==> src/rtl/enc_dec_pkg.sv <==
// Shared SEC-DED definitions for the encode/decode datapath: width codes, field sizes
// and the parity-check matrix columns (parity bit k has column 1<<k).
package enc_dec_pkg;

  typedef enum logic [1:0] {
    CW_SMALL   = 2'b00,
    CW_MEDIUM  = 2'b01,
    CW_LARGE   = 2'b10,
    CW_ILLEGAL = 2'b11
  } cw_width_e;

  localparam int CW_W_SMALL  = 8;
  localparam int D_W_SMALL   = 4;
  localparam int P_W_SMALL   = 4;
  localparam int CW_W_MEDIUM = 16;
  localparam int D_W_MEDIUM  = 11;
  localparam int P_W_MEDIUM  = 5;
  localparam int CW_W_LARGE  = 32;
  localparam int D_W_LARGE   = 26;
  localparam int P_W_LARGE   = 6;

  // Data columns are the odd-weight (>=3) vectors in descending order, giving Hsiao SEC-DED.
  localparam logic [5:0] H_SMALL [0:7] = '{
    6'd1, 6'd2, 6'd4, 6'd8,
    6'd14, 6'd13, 6'd11, 6'd7
  };

  localparam logic [5:0] H_MEDIUM [0:15] = '{
    6'd1, 6'd2, 6'd4, 6'd8, 6'd16,
    6'd31, 6'd28, 6'd26, 6'd25, 6'd22, 6'd21,
    6'd19, 6'd14, 6'd13, 6'd11, 6'd7
  };

  localparam logic [5:0] H_LARGE [0:31] = '{
    6'd1, 6'd2, 6'd4, 6'd8, 6'd16, 6'd32,
    6'd62, 6'd61, 6'd59, 6'd56, 6'd55, 6'd52, 6'd50, 6'd49, 6'd47, 6'd44,
    6'd42, 6'd41, 6'd38, 6'd37, 6'd35, 6'd31, 6'd28, 6'd26, 6'd25, 6'd22,
    6'd21, 6'd19, 6'd14, 6'd13, 6'd11, 6'd7
  };

  function automatic logic [31:0] cw_mask(cw_width_e w);
    case (w)
      CW_SMALL:  return 32'h0000_00FF;
      CW_MEDIUM: return 32'h0000_FFFF;
      CW_LARGE:  return 32'hFFFF_FFFF;
      default:   return 32'h0000_0000;
    endcase
  endfunction

endpackage

==> src/rtl/hamming_syndrome.sv <==
// Combinational syndrome: XOR of the H columns selected by the set codeword bits.
module hamming_syndrome
  import enc_dec_pkg::*;
#(
  parameter int DATA_WIDTH = 32
) (
  input  logic [DATA_WIDTH-1:0] i_codeword,
  input  cw_width_e             i_width,
  output logic [5:0]            o_syndrome
);

  always_comb begin
    o_syndrome = 6'd0;
    case (i_width)
      CW_SMALL: begin
        for (int k = 0; k < CW_W_SMALL; k++)
          if (i_codeword[k]) o_syndrome = o_syndrome ^ H_SMALL[k];
      end
      CW_MEDIUM: begin
        for (int k = 0; k < CW_W_MEDIUM; k++)
          if (i_codeword[k]) o_syndrome = o_syndrome ^ H_MEDIUM[k];
      end
      CW_LARGE: begin
        for (int k = 0; k < CW_W_LARGE; k++)
          if (i_codeword[k]) o_syndrome = o_syndrome ^ H_LARGE[k];
      end
      default: o_syndrome = 6'd0;
    endcase
  end

endmodule

==> src/rtl/hamming_decoder.sv <==
// Two-stage SEC-DED decoder (syndrome, then correct/classify) with valid/ready on both sides.
// Optional error counters are enabled by defining HAMMING_DEC_ERR_CNT_EN.
module hamming_decoder
  import enc_dec_pkg::*;
#(
  parameter int AMBA_WORD  = 32,
  parameter int DATA_WIDTH = 32
) (
  input  logic                 clk,
  input  logic                 rst,
  input  logic [1:0]           CODEWORD_WIDTH,
  input  logic [AMBA_WORD-1:0] DATA_IN,
  input  logic                 in_valid,
  output logic                 in_ready,
  output logic [AMBA_WORD-1:0] DATA_OUT,
  output logic [1:0]           NUM_OF_ERR,
  output logic                 out_valid,
  input  logic                 out_ready
`ifdef HAMMING_DEC_ERR_CNT_EN
  ,
  output logic [15:0]          corr_cnt,
  output logic [15:0]          uncorr_cnt
`endif
);

  logic                  w_adv;
  cw_width_e             w_in_width;
  logic [DATA_WIDTH-1:0] w_cw_masked;
  logic [5:0]            w_syn;

  logic                  r_s1_valid;
  logic [DATA_WIDTH-1:0] r_s1_cw;
  cw_width_e             r_s1_width;
  logic [5:0]            r_s1_syn;

  logic                  r_out_valid;
  logic [AMBA_WORD-1:0]  r_data_out;
  logic [1:0]            r_num_err;

  logic [DATA_WIDTH-1:0] w_fixed;
  logic                  w_hit;
  int                    w_pbits;
  logic [DATA_WIDTH-1:0] w_dmask;
  logic [AMBA_WORD-1:0]  w_data;
  logic [1:0]            w_nerr;

  assign w_adv       = !r_out_valid || out_ready;
  assign in_ready    = w_adv;
  assign w_in_width  = cw_width_e'(CODEWORD_WIDTH);
  assign w_cw_masked = DATA_IN[DATA_WIDTH-1:0] & DATA_WIDTH'(cw_mask(w_in_width));

  hamming_syndrome #(.DATA_WIDTH(DATA_WIDTH)) u_syndrome (
    .i_codeword (w_cw_masked),
    .i_width    (w_in_width),
    .o_syndrome (w_syn)
  );

  // Stage 2: a syndrome matching a column flips that bit; columns are distinct and nonzero.
  always_comb begin
    w_fixed = r_s1_cw;
    w_hit   = 1'b0;
    w_pbits = 0;
    w_dmask = '0;
    case (r_s1_width)
      CW_SMALL: begin
        w_pbits = P_W_SMALL;
        w_dmask = DATA_WIDTH'(32'h0000_000F);
        for (int k = 0; k < CW_W_SMALL; k++)
          if (H_SMALL[k] == r_s1_syn) begin
            w_fixed[k] = ~r_s1_cw[k];
            w_hit      = 1'b1;
          end
      end
      CW_MEDIUM: begin
        w_pbits = P_W_MEDIUM;
        w_dmask = DATA_WIDTH'(32'h0000_07FF);
        for (int k = 0; k < CW_W_MEDIUM; k++)
          if (H_MEDIUM[k] == r_s1_syn) begin
            w_fixed[k] = ~r_s1_cw[k];
            w_hit      = 1'b1;
          end
      end
      CW_LARGE: begin
        w_pbits = P_W_LARGE;
        w_dmask = DATA_WIDTH'(32'h03FF_FFFF);
        for (int k = 0; k < CW_W_LARGE; k++)
          if (H_LARGE[k] == r_s1_syn) begin
            w_fixed[k] = ~r_s1_cw[k];
            w_hit      = 1'b1;
          end
      end
      default: begin
        w_pbits = 0;
        w_dmask = '0;
      end
    endcase

    w_data = AMBA_WORD'((w_fixed >> w_pbits) & w_dmask);
    if (r_s1_width == CW_ILLEGAL) w_nerr = 2'd2;
    else if (r_s1_syn == 6'd0)    w_nerr = 2'd0;
    else if (w_hit)               w_nerr = 2'd1;
    else                          w_nerr = 2'd2;
  end

  always_ff @(posedge clk) begin
    if (rst) begin
      r_s1_valid  <= 1'b0;
      r_s1_cw     <= '0;
      r_s1_width  <= CW_SMALL;
      r_s1_syn    <= 6'd0;
      r_out_valid <= 1'b0;
      r_data_out  <= '0;
      r_num_err   <= 2'd0;
    end else if (w_adv) begin
      r_s1_valid <= in_valid;
      if (in_valid) begin
        r_s1_cw    <= w_cw_masked;
        r_s1_width <= w_in_width;
        r_s1_syn   <= w_syn;
      end
      r_out_valid <= r_s1_valid;
      if (r_s1_valid) begin
        r_data_out <= w_data;
        r_num_err  <= w_nerr;
      end
    end
  end

  assign DATA_OUT   = r_data_out;
  assign NUM_OF_ERR = r_num_err;
  assign out_valid  = r_out_valid;

`ifdef HAMMING_DEC_ERR_CNT_EN
  logic [15:0] r_corr_cnt;
  logic [15:0] r_uncorr_cnt;
  logic        w_retire;

  assign w_retire = r_out_valid && out_ready;

  always_ff @(posedge clk) begin
    if (rst) begin
      r_corr_cnt   <= 16'd0;
      r_uncorr_cnt <= 16'd0;
    end else if (w_retire) begin
      if (r_num_err == 2'd1 && r_corr_cnt != 16'hFFFF)
        r_corr_cnt <= r_corr_cnt + 16'd1;
      if (r_num_err == 2'd2 && r_uncorr_cnt != 16'hFFFF)
        r_uncorr_cnt <= r_uncorr_cnt + 16'd1;
    end
  end

  assign corr_cnt   = r_corr_cnt;
  assign uncorr_cnt = r_uncorr_cnt;
`endif

endmodule

==> config.mk <==
export PLATFORM = sky130hd
export DESIGN_NAME = hamming_decoder
export DESIGN_NICKNAME = d
export VERILOG_FILES = /design/src/rtl/enc_dec_pkg.sv /design/src/rtl/hamming_syndrome.sv /design/src/rtl/hamming_decoder.sv
export SDC_FILE = /design/constraint.sdc
export NUM_CORES = 1
export LEC_CHECK = 0
export ABC_AREA = 1
export BUFFER_PORTS_ARGS = -buffer_cell sky130_fd_sc_hd__buf_2
export CAP_MARGIN = 20
export CORE_MARGIN = 2
export CORE_UTILIZATION = 27
export DETAILED_ROUTE_END_ITERATION = 8
export PLACE_DENSITY_LB_ADDON = 0.12
export SYNTH_ARGS = -nofsm -noshare
export SYNTH_HDL_FRONTEND = slang
export SYNTH_SLANG_ARGS = --single-unit
==> constraint.sdc <==
create_clock -name clk -period 4.6 [get_ports clk]
set_input_delay 0.23 -clock clk [delete_from_list [all_inputs] [get_ports clk]]
set_output_delay 0.23 -clock clk [all_outputs]
set_load 0.02 [all_outputs]
==> Implementation_results.wiki, run 1 <==
{| class="wikitable"
! Metric !! Value
|-
| Result of the run || completed
|-
| Routed vias/inst || 4.875
|-
| Placed cells || roughly 1400
|-
| Count of buffer and inverter cells on the critical path || 2
|-
| Worst clock skew || between 0.01 and 0.015 ns
|-
| Largest driver fanout on the critical path || 13
|-
| Global route total overflow || 0
|-
| Worst stage delay on the critical path || a little over 0.6 ns
|-
| Area post-placement || 6659 sq um
|-
| Vias in the first global route || a little over 6000
|-
| Worst-margin pin slew || 0.9843 ns
|-
| Relative slew slack || 0.3431
|-
| Nets || 1161
|-
| Number of levels the H-tree was split into || 3
|-
| Time the worst path needs with I/O delays and setup || 2.584 ns
|-
| Period Utilization, post-route || 0.5618
|-
| Pin count of the biggest net entering global routing || 41
|-
| Post-synthesis instance area || 6126 sq um
|-
| Effective utilization at floorplan || 0.2731
|-
| Proportion of layout cells with a drive suffix above 1 || 0.09651
|-
| Family with the most delay on the worst path || simple AND/OR/NAND/NOR gates
|-
| Post-layout utilization of the core || 0.3102
|-
| Buffer type at the clock tree root || sky130_fd_sc_hd__clkbuf_16
|-
| Half-perimeter wire length after detailed placement || between 15000 and 20000 um
|-
| Ordered list of cells on the worst path || inv_1 -> nor2_1 -> nand3_1 -> o21ai_0 -> nand2_1 -> nand2_1 -> inv_1 -> nand3_1 -> nand3_1 -> nand2_1 -> nand2_1 -> a21oi_1
|-
| Number of antenna violations at the first check in global routing || 0
|-
| CTS Buffer Depth || 2
|-
| Combinational Power Share || 0.328
|-
| Met1 Usage GRT || 0.2551
|-
| Async S/R FF share, synth || 0
|-
| Final setup violation count || 0
|-
| Layout Cell Area excl Fill || 6958 sq um
|-
| Cell leakage power || about 3.3 nW
|-
| Worst hold margin || approximately 0.16 ns
|-
| Max-slew violation count || 0
|-
| Count of nets left with antenna violations after detail routing || 0
|-
| Wire length per cell after detailed routing || between 15 and 20 um
|-
| Critical Path End Type || register
|-
| Number of sinks driven by the clock tree || between 60 and 70
|-
| FMAX || just under 0.4 GHz
|-
| DRT Pass-1 Iters || 5
|-
| Post-CTS Repair Setup Buffers || 0
|-
| Required @ worst endpoint || around 4.9 ns
|-
| Number of remaining DRC errors || 0
|-
| Total vias in the final route || roughly 6800
|-
| Total negative slack || 0 ns
|-
| Library cell appearing most often on the critical path || sky130_fd_sc_hd__nand2_1
|-
| Count of cells resized by post-cts repair || 0
|-
| Fraction of power spent switching nets || 0.3748
|-
| GPL Wtd Cong || ~0.92
|-
| Total CTS buffers || 9
|-
| Synth-to-Final Area Change || 13.58%
|-
| Count of placed standard cells in the final layout, fillers left out || ~1400
|-
| Area of the die || around 24000 sq um
|-
| Sequential Power Share || 0.321
|-
| Number of cells produced by synthesis || 1076
|-
| Synthesis Warnings || 0
|-
| Data arrival time of the critical path || around 2.9 ns
|-
| Count of unique library cells instantiated by Yosys || 36
|-
| DR iter-0 viols || 533
|-
| Total wire length after detailed routing || ~21000 um
|-
| TritonCTS clock tree || yes
|-
| Post-CTS clock slew at the launch and capture registers of the worst setup and hold paths || 0.06 ns
|-
| CTS Hold Buffers Added || 0
|-
| Post-synth EDFFs || 0
|-
| Worst IR drop on VDD || about 0.00016 V
|-
| Hold Violations, Final || 0
|-
| # IOs || 74
|-
| Die H || 154.6 um
|-
| Pwr/cell area || 281.1 nW/um^2
|-
| Global-route wire length before repair || between 30000 and 40000 um
|-
| M2 GR Usage || 0.2817
|-
| Number of input and output port buffers inserted || 67
|-
| Clk_lat worst skew || around 0.35 ns
|-
| Total power || slightly below 2 mW
|-
| Number of rows in the core area || 55
|-
| RSZ-0062 raised after global routing || false
|-
| Dominant synthesized flop cell || sky130_fd_sc_hd__dfxtp_1
|-
| Core area || approximately 22000 sq um
|-
| Register area share after synthesis || 0.2157
|-
| Die span in x || around 150 um
|-
| Share of total power in the clock network || 0.351
|-
| Fill cell count || around 2600
|-
| Flip-flop and latch count after synthesis || 66
|-
| Worst Slack Setup Final || around 2 ns
|-
| Worst slack at placement || 1.923 ns
|-
| Net switching power || 0.7330 mW
|-
| Class of the most critical hold timing path || in -> reg
|-
| Number of max-capacitance violations reported || 0
|-
| Critical Path Slowest Stage Cell || sky130_fd_sc_hd__nor2_1
|-
| GRT Total Usage || 0.1788
|-
| Layer with the highest usage after global routing || met2
|-
| Post-synthesis average cell area || ~5.7 sq um
|-
| Kind of critical path || reg -> reg
|-
| Global-route met3 utilization || 0.02242
|-
| Worst setup SP type || register
|-
| Inserted Diodes || 0
|-
| Internal portion of total power || between 1 and 1.5 mW
|}
==> cell families after synthesis <==
kind of cell	count (synthesis)	synth area share
xor gates and xnor gates	55	0.08170
DFF	66	0.2157
adders and majority gates	9	0.01838
buffers and inverters	165	0.1074
and+or+nand+nor	618	0.4357
AOI/OAI and AO/OA	162	0.1405
other	1	0.0006122
==> cells in the final DEF, fill, tap and decap left out, drive strengths merged, types with 5 or more instances in the layout <==
cell,synthesis,final
or2,5,5
nand4,19,19
a211oi,6,6
xnor2,21,21
o21ai,79,79
inv,110,111
buf,22,75
conb,1,6
nand3,191,191
ha,9,9
dfxtp,66,66
clkbuf,31,12
nand2,331,331
a21oi,69,69
xor2,34,34
nor2,65,65
==> worst register-to-register path, delay by kind of cell (launching register included) <==
kind                   cells  cell delay (ns)
AOI/OAI and AO/OA          2             0.41
buffers and inverters      2             0.11
DFF                        1             0.40
and+or+nand+nor            8             1.59
==> path summary, 6_finish.rpt <==
kind / start / to / slack, ns / cells past startpoint
worst min-delay path: out_ready / r_s1_valid$_SDFFE_PP0N_ / 0.16 / 4
worst min register to register: DATA_OUT[11]$_SDFFE_PP0P_ / DATA_OUT[11]$_SDFFE_PP0P_ / 0.46 / 2
worst max register to register: r_s1_syn[4]$_SDFFE_PP0P_ / DATA_OUT[2]$_SDFFE_PP0P_ / 2.02 / 12
worst max-delay path: r_s1_syn[4]$_SDFFE_PP0P_ / DATA_OUT[2]$_SDFFE_PP0P_ / 2.02 / 12
==> Yosys cell counts (2+ instances only) <==
cell type / count / area [sq um]
sky130_fd_sc_hd__a211oi_1: 6 / 45.04
sky130_fd_sc_hd__a21oi_1: 68 / 340.3
sky130_fd_sc_hd__buf_1: 7 / 26.28
sky130_fd_sc_hd__buf_2: 7 / 35.03
sky130_fd_sc_hd__buf_4: 8 / 60.06
sky130_fd_sc_hd__clkbuf_1: 31 / 116.4
sky130_fd_sc_hd__clkinv_1: 2 / 7.510
sky130_fd_sc_hd__dfxtp_1: 66 / 1321
sky130_fd_sc_hd__ha_1: 9 / 112.6
sky130_fd_sc_hd__inv_1: 106 / 397.9
sky130_fd_sc_hd__inv_2: 4 / 15.01
sky130_fd_sc_hd__nand2_1: 327 / 1227
sky130_fd_sc_hd__nand2_2: 3 / 18.77
sky130_fd_sc_hd__nand2b_1: 2 / 12.51
sky130_fd_sc_hd__nand3_1: 191 / 955.9
sky130_fd_sc_hd__nand3b_1: 3 / 22.52
sky130_fd_sc_hd__nand4_1: 19 / 118.9
sky130_fd_sc_hd__nor2_1: 63 / 236.5
sky130_fd_sc_hd__nor2_2: 2 / 12.51
sky130_fd_sc_hd__o211ai_1: 4 / 30.03
sky130_fd_sc_hd__o21ai_0: 68 / 340.3
sky130_fd_sc_hd__o21ai_1: 7 / 35.03
sky130_fd_sc_hd__o21ai_2: 4 / 35.03
sky130_fd_sc_hd__o22ai_1: 3 / 18.77
sky130_fd_sc_hd__or2_0: 2 / 12.51
sky130_fd_sc_hd__or2_1: 2 / 12.51
sky130_fd_sc_hd__xnor2_1: 21 / 183.9
sky130_fd_sc_hd__xor2_1: 33 / 289.0
==> layout make-up <==
class	count	area [sq um]	share of cell area
well taps	285	356.6	0.05125
clock buffers	12	266.5	0.03830
clock inverters	4	32.53	0.004675
multi-input cells	850	4165	0.5986
inverters	112	420.4	0.06042
repair buffers	75	395.4	0.05682
flip-flops and latches	66	1321	0.1899
==> power groups by stage <==
| stage | logic [mW] | clock network, mW | registers (mW) |
|---|---|---|---|
| floorplan | 0.473 | 0 | 0.640 |
| global placement | 0.644 | 0 | 0.639 |
| detailed placement | 0.644 | 0 | 0.639 |
| CTS | 0.647 | 0.707 | 0.627 |
| global route | 0.727 | 0.736 | 0.631 |
| finish | 0.642 | 0.686 | 0.627 |
==> state kept, by name (all words and copies together), names as in the netlist <==
register,count
r_s1_cw,28
DATA_OUT,26
r_s1_syn,6
NUM_OF_ERR,2
r_s1_width,2
out_valid,1
r_s1_valid,1
==> per-layer routing <==
| layer | share of wire | up-vias |
|---|---|---|
| met4 | 0.014 | 0 |
| met3 | 0.038 | 19 |
| met5 | 0 | - |
| li1 | - | 3587 |
| met2 | 0.45 | 182 |
| met1 | 0.50 | 3056 |
No activity file was read; power rests on OpenSTA's default activity.
==> run 2, diff against run 1 <==
- ABC_AREA: 1 -> 0
- clock period: 4.6 -> 2.2 ns (I/O delays scaled with it)
==> run 2 against run 1 <==
The flow now finishes with violations (setup timing). Die area down 7.7%. Cell area grew 12%. First-iteration DRC count fell by 29%. Clock power rose by 110%. Core utilization increased by 7.3 points. Global-route usage up 1.1 points. Critical path type unchanged. Largest cell class unchanged. Largest power group is now combinational logic.
==> Implementation_results.wiki, run 2 <==
{| class="wikitable"
! Metric !! Value
|-
| Hold Violations, Final || 0 (unchanged)
|-
| Result of the run || finished, violations left
|-
| Total wire length after detailed routing || 20690 um (-3.2%)
|-
| Pwr/cell area || 545.6 nW/um^2 (+94%)
|-
| Violated checks || setup timing
|-
| Wire length per cell after detailed routing || 17.90 um (+18%)
|-
| DRT Pass-1 Iters || 6 (+1)
|-
| GPL Wtd Cong || 0.8945 (-2.6%)
|-
| CTS Buffer Depth || 2 (unchanged)
|-
| Worst hold margin || 0.07110 ns (-0.09264 ns)
|-
| Register bank with the most flops || r_s1_cw
|-
| Number of sinks driven by the clock tree || 66 (unchanged)
|-
| Met2 routed WL || 10210 um (+6.0%)
|-
| Launch instance of the worst register-to-register path || r_s1_syn[2]$_SDFFE_PP0P_
|-
| Top layer reached by signal wires || met4
|-
| Required @ worst endpoint || 2.41 ns (-2.46 ns)
|-
| Count of nets left with antenna violations after detail routing || 0 (unchanged)
|-
| Half-perimeter wire length after detailed placement || 16620 um (-2.0%)
|-
| Post-synthesis average cell area || 7.665 sq um (+35%)
|-
| Async S/R FF share, synth || 0 (unchanged)
|-
| Combinational Power Share || 0.351 (+0.023)
|-
| Largest driver fanout on the critical path || 5 (-8)
|-
| Adder and majority gate portion of the synthesized area || 0.01996 (+0.001578)
|-
| # IOs || 74 (unchanged)
|-
| Global-route wire length before repair || 32530 um (-4.0%)
|-
| Number of levels the H-tree was split into || 3 (unchanged)
|-
| Startpoint of the worst setup timing path || r_s1_syn[2]$_SDFFE_PP0P_
|-
| Data arrival time of the critical path || 2.43 ns (-0.43 ns)
|-
| Internal portion of total power || 2.915 mW (+140%)
|-
| Routed length on met1 || 9612 um (-9.6%)
|-
| Number of cells produced by synthesis || 736 (-32%)
|-
| DR iter-0 viols || 379 (-29%)
|-
| Class of the most critical hold timing path || in -> reg
|-
| Net switching power || 1.347 mW (+84%)
|-
| Period Utilization, post-route || 1.007 (+0.4455)
|-
| Most common cell after layout, fill and taps aside || sky130_fd_sc_hd__buf_4
|-
| Nets || 928 (-20%)
|-
| Number of input and output port buffers inserted || 67 (unchanged)
|-
| Post-synthesis instance area || 5642 sq um (-7.9%)
|-
| Post-synth EDFFs || 0 (unchanged)
|-
| Inserted Diodes || 0 (unchanged)
|-
| Count of placed standard cells in the final layout, fillers left out || 1156 (-18%)
|-
| Area fraction in and, or, nand and nor cells after synthesis || 0.2360 (-0.1997)
|-
| Die span in x || 148.6 um (-3.9%)
|-
| Final setup violation count || 1 (+1)
|-
| RSZ-0062 raised after global routing || true
|-
| Post-synth top area cell || sky130_fd_sc_hd__dfxtp_1
|-
| Core area || 20360 sq um (-9.2%)
|-
| Dominant combinational cell family by area after synthesis || simple AND/OR/NAND/NOR gates
|-
| Number of remaining DRC errors || 0 (unchanged)
|-
| Number of rows in the core area || 52 (-5.5%)
|-
| Critical Path End Type || register
|-
| Flip-flop and latch count after synthesis || 66 (unchanged)
|-
| Total vias in the final route || 5669 (-17%)
|-
| Flip-flop count of the largest register, all copies and words added || 28 (unchanged)
|-
| Top area cells in the synthesized netlist || sky130_fd_sc_hd__dfxtp_1 (23%), sky130_fd_sc_hd__xnor2_1 (13%), sky130_fd_sc_hd__nand2_1 (6.2%)
|-
| Dominant synthesized flop cell || sky130_fd_sc_hd__dfxtp_1
|-
| Sequential Power Share || 0.303 (-0.018)
|-
| Time the worst path needs with I/O delays and setup || 2.216 ns (-0.3682 ns)
|-
| Synthesized-area fraction occupied by ao, oa, aoi and oai cells || 0.1914 (+0.05087)
|-
| Effective utilization at floorplan || 0.2770 (+0.003972)
|-
| Top cell type's share of synthesized area || 0.2342 (+0.01851)
|-
| CTS Hold Buffers Added || 0 (unchanged)
|-
| Most frequent cells in the layout || sky130_fd_sc_hd__buf_4 (129), sky130_fd_sc_hd__nand2_1 (92), sky130_fd_sc_hd__xnor2_1 (80)
|-
| Proportion of layout cells with a drive suffix above 1 || 0.3431 (+0.2466)
|-
| Area of the die || 22070 sq um (-7.7%)
|-
| Routed vias/inst || 4.904 (+0.60%)
|-
| Fraction of power spent switching nets || 0.3160 (-0.05875)
|-
| Worst IR drop on VDD || 0.0003154 V (+94%)
|-
| Number of max-capacitance violations reported || 0 (unchanged)
|-
| Global route total overflow || 0 (unchanged)
|-
| Dominant cell by count in the synthesized netlist || sky130_fd_sc_hd__nand2_1
|-
| Hold Startpoint || rst
|-
| Vias in the first global route || 5732 (-7.0%)
|-
| Share of total power in the clock network || 0.345 (-0.006)
|-
| Mux cell area share after synthesis || 0.04790 (+0.04790)
|-
| Buffer type at the clock tree root || sky130_fd_sc_hd__clkbuf_16
|-
| FMAX || 0.4512 GHz (+17%)
|-
| Fill cell count || 2139 (-19%)
|-
| Synthesis Warnings || 0 (unchanged)
|-
| Total CTS buffers || 9 (unchanged)
|-
| Worst setup SP type || register
|-
| GRT Total Usage || 0.1900 (+0.01118)
|-
| Kind of critical path || reg -> reg
|-
| Most common library cells after synthesis || sky130_fd_sc_hd__nand2_1 (93), sky130_fd_sc_hd__xnor2_1 (82), sky130_fd_sc_hd__dfxtp_1 (66)
|-
| Worst clock skew || 0.01070 ns (+0.0002044 ns)
|-
| TritonCTS clock tree || yes
|-
| Share of the synthesized netlist area taken by xor and xnor gates || 0.2014 (+0.1197)
|-
| Clk_lat worst skew || 0.33 ns (-0.02 ns)
|-
| Synth-to-Final Area Change || 38.46%
|-
| Die H || 148.6 um (-3.9%)
|-
| Number of antenna violations at the first check in global routing || 0 (unchanged)
|-
| Post-CTS clock slew at the launch and capture registers of the worst setup and hold paths || 0.05 ns (about the same)
|-
| Worst Slack Setup Final || -0.01624 ns (-2.032 ns)
|-
| Register area share after synthesis || 0.2342 (+0.01851)
|-
| Pin count of the biggest net entering global routing || 41 (unchanged)
|-
| Cell leakage power || 2.920 nW (-12%)
|-
| Wire length on met3 || 693 um (-14%)
|-
| Count of unique library cells instantiated by Yosys || 73 (+100%)
|-
| Placed cells || 1125 (-19%)
|-
| Max-slew violation count || 0 (unchanged)
|}
==> run 2: cell families (layout without fill, tap and decap cells) <==
family	Yosys count	in the layout
simple gates	261	261
compound gates	168	168
xor+xnor	118	118
buf+inv	89	234
flops	66	66
mux	24	24
fa+ha+maj	9	9
other cells	1	6
==> run 2: power by group through the flow <==
stage | sequential [mW] | clock [mW] | combinational, mW
finish | 1.29 | 1.47 | 1.50
global route | 1.30 | 1.57 | 1.63
CTS | 1.29 | 1.52 | 1.46
detailed placement | 1.31 | 0 | 1.40
global placement | 1.31 | 0 | 1.39
floorplan | 1.30 | 0 | 0.931
==> run 2: layer usage <==
metal | GRT usage | vias up
met4 | 0.04810 | 0
met2 | 0.3336 | 107
met3 | 0.01840 | 8
met1 | 0.2502 | 2680
li1 | - | 2874
met5 | 0 | -
==> run 2: area by class of cell <==
type / count / area [sq um] / area share
multi-input combinational: 586 / 4329 / 0.5542
timing repair buffer: 204 / 1428 / 0.1828
sequential: 66 / 1341 / 0.1717
tap: 270 / 337.8 / 0.04325
clock buffer: 11 / 252.7 / 0.03236
inverter: 14 / 62.56 / 0.008009
clock inverter: 5 / 60.06 / 0.007689
==> run 2: metrics by stage <==
step                      power, mW  setup TNS, ns  worst slack [ns]  utilization  instance area, sq um
after CTS                     4.263       -0.04292          -0.02795       0.3678                  7491
final                         4.261       -0.01624          -0.01624       0.3836                  7811
after global placement        2.701         -2.051           -0.3496       0.3414                  6953
after detailed placement      2.709         -2.263           -0.3295       0.3414                  6953
after floorplan               2.228              0           0.04684            -                  5660
after global routing          4.499        -0.9299           -0.1308       0.3836                  7811
==> run 2: worst paths after layout <==
path | slack (ns) | depth (start not counted) | endpoint
worst max register to register | -0.02 | 10 | DATA_OUT[6]$_SDFFE_PP0P_
worst min register to register | 0.45 | 2 | DATA_OUT[17]$_SDFFE_PP0P_
worst min-delay path | 0.07 | 2 | NUM_OF_ERR[0]$_SDFFE_PP0P_
worst max-delay path | -0.02 | 10 | DATA_OUT[6]$_SDFFE_PP0P_
==> run 2: critical path, cell delays in order (launching register included) <==
cell and delay [ns]:
sky130_fd_sc_hd__dfxtp_4 0.36, sky130_fd_sc_hd__buf_12 0.13, sky130_fd_sc_hd__buf_8 0.11, sky130_fd_sc_hd__and4bb_2 0.25, sky130_fd_sc_hd__a41oi_1 0.30, sky130_fd_sc_hd__a41oi_2 0.11
sky130_fd_sc_hd__o31ai_1 0.32, sky130_fd_sc_hd__o221ai_2 0.14, sky130_fd_sc_hd__buf_4 0.16, sky130_fd_sc_hd__a22oi_1 0.14, sky130_fd_sc_hd__o21ai_1 0.08
==> run 2: repair_timing <==
action | in CTS | in global routing
cloned | 0 | 0
gates resized for setup | 47 | 65
endpoints found under the setup margin | 24 | 28
setup buffers | 5 | 10
pin swaps | 10 | 20
==> run 3, diff against run 2 <==
--- a/config.mk
+++ b/config.mk
@@ -12,5 +12,4 @@
 export CORE_UTILIZATION = 27
 export DETAILED_ROUTE_END_ITERATION = 8
-export PLACE_DENSITY_LB_ADDON = 0.12
 export SYNTH_ARGS = -nofsm -noshare
 export SYNTH_HDL_FRONTEND = slang
==> constraint.sdc (replaced) <==
create_clock -name clk -period 2.2 [get_ports clk]
set_input_delay 0.11 -clock clk [delete_from_list [all_inputs] [get_ports clk]]
set_output_delay 0.11 -clock clk [all_outputs]
set_load 0.1 [all_outputs]
==> run 3 against run 2 <==
The flow now finishes without violations. Non-clock buffer count fell by 20. Global-route usage fell by 2.4 points. Power rose by 2.1%. Hold slack improved by 0.0049 ns. Critical endpoint is now DATA_OUT[2]$_SDFFE_PP0P_. Largest power group unchanged.
==> Implementation_results.wiki, run 3 (same netlist as run 2, synthesis figures left out) <==
{| class="wikitable"
! Metric !! Value
|-
| Result of the run || completed
|-
| Number of antenna violations at the first check in global routing || 0 (unchanged)
|-
| RSZ-0062 raised after global routing || true
|-
| Most common cell after layout, fill and taps aside || sky130_fd_sc_hd__buf_4
|-
| Effective utilization at floorplan || 0.2770 (unchanged)
|-
| Number of levels the H-tree was split into || 3 (unchanged)
|-
| Worst Hold Path EP || r_s1_width[0]$_SDFFE_PP0P_
|-
| Number of rows in the core area || 52 (unchanged)
|-
| Wire length per cell after detailed routing || 16.10 um (-10%)
|-
| Class of the most critical hold timing path || in -> reg
|-
| Number of input and output port buffers inserted || 67 (unchanged)
|-
| Total CTS buffers || 9 (unchanged)
|-
| # IOs || 74 (unchanged)
|-
| Critical Path Slowest Stage Cell || sky130_fd_sc_hd__mux4_2
|-
| Number of sinks driven by the clock tree || 66 (unchanged)
|-
| Required @ worst endpoint || 2.47 ns (+0.06 ns)
|-
| Data arrival time of the critical path || 2.38 ns (-0.05 ns)
|-
| Total vias in the final route || 5831 (+2.9%)
|-
| Proportion of layout cells with a drive suffix above 1 || 0.3210 (-0.02210)
|-
| Launch instance of the worst register-to-register path || r_s1_syn[5]$_SDFFE_PP0P_
|-
| Inserted Diodes || 0 (unchanged)
|-
| Max-slew violation count || 0 (unchanged)
|-
| Worst flop-to-flop path endpoint || DATA_OUT[2]$_SDFFE_PP0P_
|-
| Clk_lat worst skew || 0.34 ns (about the same)
|-
| Worst stage delay on the critical path || 0.49 ns (+0.13 ns)
|-
| Total power || 4.349 mW (+2.1%)
|-
| Hold Violations, Final || 0 (unchanged)
|-
| Number of remaining DRC errors || 0 (unchanged)
|-
| DR iter-0 viols || 466 (+23%)
|-
| Worst IR drop on VDD || 0.0003146 V (-0.26%)
|-
| Global route total overflow || 0 (unchanged)
|-
| Startpoint of the worst setup timing path || r_s1_syn[5]$_SDFFE_PP0P_
|-
| DRT Pass-1 Iters || 5 (-1)
|-
| Flip-flop count of the largest register, all copies and words added || 28 (unchanged)
|-
| Worst hold stages || 3 (+1)
|-
| Length in cells of the worst reg-to-reg path || 7 (-3)
|-
| Half-perimeter wire length after detailed placement || 14420 um (-13%)
|-
| FMAX || 0.4737 GHz (+5.0%)
|-
| GRT Total Usage || 0.1663 (-0.02363)
|-
| Largest driver fanout on the critical path || 9 (+4)
|-
| Cell leakage power || 2.842 nW (-2.7%)
|-
| Fill cell count || 2103 (-1.7%)
|-
| CTS Buffer Depth || 2 (unchanged)
|-
| GPL Wtd Cong || 0.9078 (+1.5%)
|-
| Family with the most delay on the worst path || compound AO/OA/AOI/OAI gates
|-
| Area of the die || 22070 sq um (unchanged)
|-
| Seq. cell area || 1348 sq um (+0.47%)
|-
| Global-route wire length before repair || 29080 um (-11%)
|-
| Post-CTS clock slew at the launch and capture registers of the worst setup and hold paths || 0.06 ns (about the same)
|-
| Post-layout utilization of the core || 0.3720 (-0.01155)
|-
| Buffer type at the clock tree root || sky130_fd_sc_hd__clkbuf_16
|-
| Worst setup SP type || register
|-
| Register bank with the most flops || r_s1_cw
|-
| Kind of critical path || reg -> reg
|-
| Die span in x || 148.6 um (unchanged)
|-
| Nets || 908 (-2.2%)
|-
| Worst clock skew || 0.007408 ns (-0.003288 ns)
|-
| Count of nets left with antenna violations after detail routing || 0 (unchanged)
|-
| Period Utilization, post-route || 0.9596 (-0.04776)
|-
| TritonCTS clock tree || yes
|-
| Ordered list of cells on the worst path || buf_4 -> or3b_2 -> o22ai_1 -> a211o_1 -> a22oi_2 -> mux4_2 -> o21ai_0
|-
| Pin count of the biggest net entering global routing || 43 (+4.9%)
|-
| Hold Startpoint || CODEWORD_WIDTH[0]
|-
| Worst slack at placement || -0.3161 ns (+0.01340 ns)
|-
| Most frequent cells in the layout || sky130_fd_sc_hd__buf_4 (113), sky130_fd_sc_hd__nand2_1 (92), sky130_fd_sc_hd__xnor2_1 (81)
|-
| Register-to-register setup slack || 0.09 ns (+0.11 ns)
|-
| Critical Path End Type || register
|-
| Total wire length after detailed routing || 18290 um (-12%)
|-
| Routed vias/inst || 5.133 (+4.7%)
|-
| Core area || 20360 sq um (unchanged)
|-
| Total negative slack || 0 ns (+0.01624 ns)
|-
| Time the worst path needs with I/O delays and setup || 2.111 ns (-0.1051 ns)
|-
| Final setup violation count || 0 (-1)
|-
| Count of buffer and inverter cells on the critical path || 1 (-2)
|-
| Die H || 148.6 um (unchanged)
|-
| Vias in the first global route || 5419 (-5.5%)
|-
| Area of the multi-input gates || 4275 sq um (-1.2%)
|-
| Pwr/cell area || 574.0 nW/um^2 (+5.2%)
|-
| Number of max-capacitance violations reported || 0 (unchanged)
|-
| Synth-to-Final Area Change || 34.29%
|-
| Worst Slack Setup Final || 0.08882 ns (+0.1051 ns)
|}
## run 3: worst max path at each step
stage | end | slack [ns] | cells past startpoint
detailed placement | DATA_OUT[4]$_SDFFE_PP0P_ | -0.32 | 10
global route | DATA_OUT[8]$_SDFFE_PP0P_ | -0.03 | 11
CTS | DATA_OUT[10]$_SDFFE_PP0P_ | -0.04 | 10
global placement | DATA_OUT[4]$_SDFFE_PP0P_ | -0.30 | 10
floorplan | DATA_OUT[24]$_SDFFE_PP0P_ | 0.05 | 9
finish | DATA_OUT[2]$_SDFFE_PP0P_ | 0.09 | 7
## run 3: worst register-to-register path: stages, from the launching register on
cell and delay (ns):
sky130_fd_sc_hd__dfxtp_2 0.38, sky130_fd_sc_hd__buf_4 0.18, sky130_fd_sc_hd__or3b_2 0.46, sky130_fd_sc_hd__o22ai_1 0.14, sky130_fd_sc_hd__a211o_1 0.16, sky130_fd_sc_hd__a22oi_2 0.08, sky130_fd_sc_hd__mux4_2 0.49, sky130_fd_sc_hd__o21ai_0 0.15
## run 3: final cells by class
| cell class | instances | area share |
|---|---|---|
| flip-flops and latches | 66 | 0.1779 |
| inverters | 14 | 0.008092 |
| well taps | 270 | 0.04459 |
| multi-input cells | 586 | 0.5643 |
| repair buffers | 184 | 0.1625 |
| clock buffers | 10 | 0.03303 |
| clock inverters | 6 | 0.009579 |
## run 3: power breakdown
group	switching [mW]	internal [mW]
Clock	0.566	0.954
Combinational	0.813	0.712
Sequential	0.0649	1.24
## run 3: repair_timing
item,in CTS,in global routing
pin swaps,4,16
setup endpoints to repair,22,25
hold buffers,0,0
setup buffers,0,9
gates resized for setup,31,59
gates cloned,0,1
## run 3: through the flow
stage	instance area (sq um)	hold slack (ns)	cells
after global routing	7576	0.08656	1136
after CTS	7262	0.05931	1127
after floorplan	5665	0.2460	741
after detailed placement	6827	0.4310	1111
after global placement	6827	0.4335	1111
final	7576	0.07599	1136
## run 3: metal layers
layer,track usage,vias up,share of wire
li1,-,2842,-
met1,0.2398,2720,0.47
met2,0.2500,245,0.44
met3,0.03006,24,0.070
met4,0.05429,0,0.017
met5,0,-,0
